===== src/rtl/sweep_counter_ctrl.sv =====
// sweep_counter_ctrl: drives an up/down counter through N triangle sweeps
// between a latched low and high bound. The counter value is read back to
// decide where to turn around, and a count outside the window ends the run
// with an error pulse. A start/done handshake faces the host.
module sweep_counter_ctrl #(
    parameter int WIDTH = 4,
    parameter int NSW_W = 4
) (
    input  logic             clk,
    input  logic             rst_n,          // synchronous, active-high
    input  logic             start,
    input  logic             abort,
    input  logic [WIDTH-1:0] lo,
    input  logic [WIDTH-1:0] hi,
    input  logic [NSW_W-1:0] n_sweeps,
    input  logic [WIDTH-1:0] count_in,
    output logic             cnt_ena,
    output logic             cnt_set,
    output logic [WIDTH-1:0] cnt_set_value,
    output logic             cnt_up_down,
    output logic             busy,
    output logic             done,
    output logic             err,
    output logic [NSW_W-1:0] sweep_cnt
);

    typedef enum logic [2:0] {
        IDLE = 3'd0,
        LOAD = 3'd1,
        UP   = 3'd2,
        DOWN = 3'd3,
        DONE = 3'd4
    } state_t;

    state_t           state, state_nxt;
    logic [WIDTH-1:0] lo_q, hi_q;
    logic [NSW_W-1:0] n_q;

    // Turnaround points; lo_q < hi_q for any accepted run, so neither wraps.
    logic [WIDTH-1:0] hi_m1, lo_p1;
    assign hi_m1 = hi_q - WIDTH'(1);
    assign lo_p1 = lo_q + WIDTH'(1);

    logic req_ok, accept, reject, in_run, out_of_win, win_err;
    logic sweep_end, sweep_step, last_sweep;

    assign req_ok     = (lo < hi) && (n_sweeps != '0);
    assign accept     = (state == IDLE) && start && !abort && req_ok;
    assign reject     = (state == IDLE) && start && !abort && !req_ok;
    assign in_run     = (state == UP) || (state == DOWN);
    assign out_of_win = (count_in < lo_q) || (count_in > hi_q);
    // Abort wins over a window violation: an aborted run never reports err.
    assign win_err    = in_run && !abort && out_of_win;
    assign sweep_end  = (state == DOWN) && (count_in == lo_p1);
    assign sweep_step = sweep_end && !abort && !out_of_win;
    assign last_sweep = (sweep_cnt + NSW_W'(1)) == n_q;

    // State register.
    always_ff @(posedge clk) begin
        // NOTE: sequential state is written with <= so every flop samples
        // pre-edge values regardless of process evaluation order.
        if (rst_n) state <= IDLE;
        else       state <= state_nxt;
    end

    // Next-state decode.
    always_comb begin
        // NOTE: default first, so no path through the case leaves state_nxt
        // unassigned and no latch is inferred.
        state_nxt = state;
        unique case (state)
            IDLE: if (accept) state_nxt = LOAD;
            LOAD: state_nxt = abort ? IDLE : UP;
            UP: begin
                if (abort || out_of_win)  state_nxt = IDLE;
                else if (count_in == hi_m1) state_nxt = DOWN;
            end
            DOWN: begin
                if (abort || out_of_win) state_nxt = IDLE;
                else if (sweep_end)      state_nxt = last_sweep ? DONE : UP;
            end
            DONE:    state_nxt = IDLE;
            default: state_nxt = IDLE;
        endcase
    end

    // Bounds, sweep count and the registered error pulse.
    always_ff @(posedge clk) begin
        if (rst_n) begin
            lo_q      <= '0;
            hi_q      <= '0;
            n_q       <= '0;
            sweep_cnt <= '0;
            err       <= 1'b0;
        end else begin
            err <= reject || win_err;
            if (accept) begin
                lo_q      <= lo;
                hi_q      <= hi;
                n_q       <= n_sweeps;
                sweep_cnt <= '0;
            end else if (sweep_step) begin
                sweep_cnt <= sweep_cnt + NSW_W'(1);
            end
        end
    end

    // Moore output decode from the state register only.
    always_comb begin
        cnt_ena       = 1'b0;
        cnt_set       = 1'b0;
        cnt_set_value = '0;
        cnt_up_down   = 1'b0;
        busy          = 1'b0;
        done          = 1'b0;
        unique case (state)
            LOAD: begin
                cnt_set       = 1'b1;
                cnt_set_value = lo_q;
                busy          = 1'b1;
            end
            UP: begin
                cnt_ena     = 1'b1;
                cnt_up_down = 1'b1;
                busy        = 1'b1;
            end
            DOWN: begin
                cnt_ena = 1'b1;
                busy    = 1'b1;
            end
            DONE:    done = 1'b1;
            default: ;
        endcase
    end

endmodule


===== config.mk =====
export PLATFORM = sky130hd
export DESIGN_NAME = sweep_counter_ctrl
export DESIGN_NICKNAME = d
export VERILOG_FILES = /design/src/rtl/sweep_counter_ctrl.sv
export SDC_FILE = /design/constraint.sdc
export NUM_CORES = 1
export LEC_CHECK = 0
export ABC_AREA = 1
export CAP_MARGIN = 0
export CORE_MARGIN = 2
export CORE_UTILIZATION = 50
export DETAILED_ROUTE_END_ITERATION = 7
export MAX_ROUTING_LAYER = met4
export PLACE_DENSITY = 0.81
export SETUP_SLACK_MARGIN = 0.2
export SYNTH_ARGS = -nofsm -noshare
export SYNTH_HDL_FRONTEND = slang
export SYNTH_SLANG_ARGS = --single-unit

===== constraint.sdc =====
create_clock -name clk -period 1.65 [get_ports clk]
set_input_delay 0.33 -clock clk [delete_from_list [all_inputs] [get_ports clk]]
set_output_delay 0.33 -clock clk [all_outputs]
set_load 0.1 [all_outputs]

==> run summary, run 1 <==
Yosys cell types = 23
clock sink count = 20
routability cong. = 0.899
Yosys top cell by area = dfxtp_1
CTS H-Tree Depth = 1
top-area cell type share of the netlist area = 0.265
CTS Hold Bufs = 0
Syn Nets = 268
Post-Synthesis Cells = 234
mapped cell area = 0.00151 mm²
status = stopped before the end
largest net degree at the start of global routing = 13
Synth Warn # = 0
last stage reached = global routing (5_1_grt)
placed cells = 316
Die Y-Extent = 59.0 µm
Tool Error = [ERROR DPL-0038] Utilization greater than 100%, impossible to legalize
CTS Buffer Depth = 2
syn_area_per_cell = 6.46 µm²
die width = 59.0 µm
Yosys reg bits = 20
worst-path endpoint category = top-level output
IO buf count = 33
Worst EP post-GRT repair = cnt_set_value[2]
initial core utilization = 0.539
synth top area cells = dfxtp_1 26%, nand2_1 14%, ha_1 12%, inv_1 11%, a21oi_1 6.6%
Post-DP Area = 0.00223 mm²
Seq/Total Area, Yosys = 0.265
I/O Pins = 34
Post-DP HPWL = 3.14 mm
CTS Buf Count = 3
clk root buf = clkbuf_4
row cnt = 19
==> repair_timing <==
action	4_1_cts
gates resized for setup	72
setup endpoints to repair	28
setup buffers	12
pin swaps	25
cloned	2
==> synth_stat cells <==
cell type  instances
nor2_2             1
a21oi_1           20
nor3_1             2
xnor2_1            2
xor2_1             3
nand3_1           16
inv_1             43
inv_2              2
nand4_1            1
nand2_1           58
clkbuf_1           1
ha_1              14
nor3_2             1
nor2_1            25
a211oi_2           1
o21ai_0           14
a21o_1             1
nand2_2            1
dfxtp_1           20
nor2_4             4
nand4_4            1
nand3_2            1
buf_6              2
==> cells by family after synthesis <==
family          count (synthesis)  synth area share
buf+inv                        48             0.129
xor+xnor                        5            0.0290
flops                          20             0.265
simple gates                  111             0.335
compound gates                 36             0.126
fa+ha+maj                      14             0.116
==> through the flow <==
stage	TNS (ns)	setup slack (ns)	util	hold WS [ns]
after global placement	-7.05	-0.446	0.795	0.467
after detailed placement	-7.76	-0.470	0.795	0.471
after CTS	-0.0108	-0.00493	0.917	0.456
after floorplan	-4.01	-0.740	-	0.399
==> inputs of run 2 (changes only) <==
--- a/config.mk
+++ b/config.mk
@@ -8,11 +8,9 @@
 export ABC_AREA = 1
 export CAP_MARGIN = 0
 export CORE_MARGIN = 2
-export CORE_UTILIZATION = 50
+export CORE_UTILIZATION = 40
 export DETAILED_ROUTE_END_ITERATION = 7
-export MAX_ROUTING_LAYER = met4
-export PLACE_DENSITY = 0.81
-export SETUP_SLACK_MARGIN = 0.2
+export PLACE_DENSITY_LB_ADDON = 0.15
 export SYNTH_ARGS = -nofsm -noshare
 export SYNTH_HDL_FRONTEND = slang
 export SYNTH_SLANG_ARGS = --single-unit
==> run 2 against run 1 <==
  * The flow now finishes without violations
  * Synthesized cell count did not move
  * Area after synthesis did not move
==> run summary, run 2 <==
status = finished clean (was stopped before the end)
Max Cap Viol = 0
Hold/Removal Path Class = reg2reg
Data required, critical path = 1.81 ns
IO buf count = 33 (unchanged)
Synth Warn # = 0 (unchanged)
vias in the first global route = 1514
relative slew slack = 0.824
worst slew pin tran = 0.264 ns
Yosys cell types = 23 (unchanged)
Initial DRC Count = 47
initial core utilization = 0.416 (was 0.539)
Overflow after GRT = 0
Yosys top cell by area = dfxtp_1 (unchanged)
CTS H-Tree Depth = 1 (unchanged)
mapped cell area = 0.00151 mm² (unchanged)
Worst setup EP type = register
first-pass GRT wire length = 6.62 mm
period utilization = 0.976
I/O Pins = 34 (unchanged)
Final Max Slew Viols = 0
number of vias per cell = 4.76
PD cells = 1120 mW/mm²
WL/cell = 11.7 µm
die width = 65.5 µm (was 59.0 µm)
top-area cell type share of the netlist area = 0.265 (unchanged)
drt pass-1 iters = 4
Final Hold Fails = 0
most numerous cell in the Yosys netlist = nand2_1 (unchanged)
Synth-to-Final Area Change = 72.6%
CTS Hold Bufs = 0 (unchanged)
Main synth FF type = dfxtp_1 (unchanged)
pre-CTS setup slack = -0.515 ns (was -0.470 ns)
CTS Buffer Depth = 2 (unchanged)
crit-path max cell delay = 0.33 ns
Fin Setup TNS = 0 ns
Final Util = 0.718
layout cell share with drive strength beyond 1 = 0.399
WP data arrival = 1.77 ns
Clock Skew = 0.00580 ns
core box area = 0.00363 mm²
die area = 0.00429 mm²
highest clock rate = 0.621 GHz
Worst VDD drop = 622 µV
fin nets = 336
CP Class = in2reg
CTS tree = done
row cnt = 22 (was 19)
routability cong. = 0.889 (was 0.899)
Tmin final = 1.61 ns
Post-Synthesis Cells = 234 (unchanged)
CP Cell Sequence = dlygate4sd2_1, ha_1, nand2_1, nand2_1, a21oi_2, a21oi_4, buf_4, nand3_2, nand3_2, nor2_1, nor2_1
vias after detailed routing = 1662
worst-path maximum fanout = 3
commonest non-fill, non-tap cells in the layout = 49 x nand2_1, 36 x inv_1, 30 x buf_4
Seq/Total Area, Yosys = 0.265 (unchanged)
Slowest-stage cell, CP = ha_1
leading cell type in the layout, fill and taps excluded = nand2_1
EDFF count, synth = 0 (unchanged)
clock sink count = 20 (unchanged)
antenna violation net count after detailed routing = 0
Worst-Skew Late Latency = 0.26 ns
clk slew on worst S/H paths = 0.08 ns
ys async rst share = 0 (unchanged)
DRC = 0
synth top area cells = dfxtp_1 26%, nand2_1 14%, ha_1 12%, inv_1 11%, a21oi_1 6.6% (unchanged)
setup violators final = 0
post-route setup slack = 0.0403 ns
largest net degree at the start of global routing = 13
crit start category = input port
clk root buf = clkbuf_8 (was clkbuf_4)
GRT Util Overall = 0.196
ant diodes = 0
Routed WL = 4.09 mm
syn_area_per_cell = 6.46 µm² (unchanged)
Leakage = 1.19 nW
Yosys reg bits = 20 (unchanged)
Post-DP HPWL = 2.95 mm (was 3.14 mm)
Die Y-Extent = 65.5 µm (was 59.0 µm)
initial antenna violation count = 0
RSZ-0062 raised after global routing = true
Syn Nets = 268 (unchanged)
commonest cells in the netlist = 58 x nand2_1, 43 x inv_1, 25 x nor2_1 (unchanged)
CTS Buf Count = 3 (unchanged)
run 2: repair_timing:
action                                  4_1_cts  5_1_grt
pin swaps                                    15       16
endpoints found under the setup margin       25       23
gates resized for setup                      43       30
setup buffers                                 6        3
cloned                                        1        0
run 2: worst paths after layout:
| check | from | end | slack [ns] | cells after the start |
|---|---|---|---|---|
| hold reg to reg | n_q[2] | n_q[2] | 0.48 | 2 |
| hold / removal | n_q[2] | n_q[2] | 0.48 | 2 |
| setup reg to reg | lo_q[3] | state[1] | 0.06 | 11 |
| setup / recovery | count_in[3] | state[1] | 0.04 | 11 |
run 2: cell families after synthesis:
| family | Yosys count | synth area share |
|---|---|---|
| buffers and inverters | 48 | 0.129 |
| XOR/XNOR | 5 | 0.0290 |
| flip-flops | 20 | 0.265 |
| AO/OA/AOI/OAI | 36 | 0.126 |
| AND/OR/NAND/NOR | 111 | 0.335 |
| adder cells (fa/ha/maj) | 14 | 0.116 |
run 2: stage by stage:
step                      cells  hold WS [ns]  instance area (µm²)  power (mW)
after detailed placement    335         0.464                 2260        2.22
after floorplan             234         0.399                 1580        1.69
after global placement      335         0.460                 2260        2.21
final                       349         0.477                 2610        2.93
after CTS                   346         0.476                 2470        2.81
after global routing        349         0.497                 2610        3.09
run 2: layout make-up:
| type | instances | area [µm²] |
|---|---|---|
| well taps | 48 | 60.1 |
| multi-input cells | 166 | 1140 |
| fillers | 307 | 1020 |
| flip-flops and latches | 20 | 420 |
| repair buffers | 66 | 741 |
| inverters | 45 | 178 |
| clock buffers | 3 | 41.3 |
| clock inverters | 1 | 30.0 |
run 2: layer usage:
| metal | up-vias | wire length, µm | GRT usage | part of all wire |
|---|---|---|---|---|
| met2 | 38 | 2010 | 0.332 | 0.49 |
| met5 | - | 0 | 0 | 0 |
| met1 | 744 | 1850 | 0.260 | 0.45 |
| li1 | 871 | - | - | - |
| met3 | 9 | 159 | 0.0291 | 0.039 |
| met4 | 0 | 70 | 0.0547 | 0.017 |
run 2: power by group:
group	leakage (nW)	internal (mW)	switching (mW)
registers	0.168	0.565	0.0638
logic	0.987	0.714	1.10
clock network	0.0357	0.324	0.161
total	1.19	1.60	1.33
run 2: worst max-delay path, delay by kind of cell:
kind	cells	cell delay, ns
compound gates	2	0.22
fa+ha+maj	1	0.33
buf+inv	2	0.41
simple gates	6	0.48
Note: power is estimated with default switching activity, not from simulation.
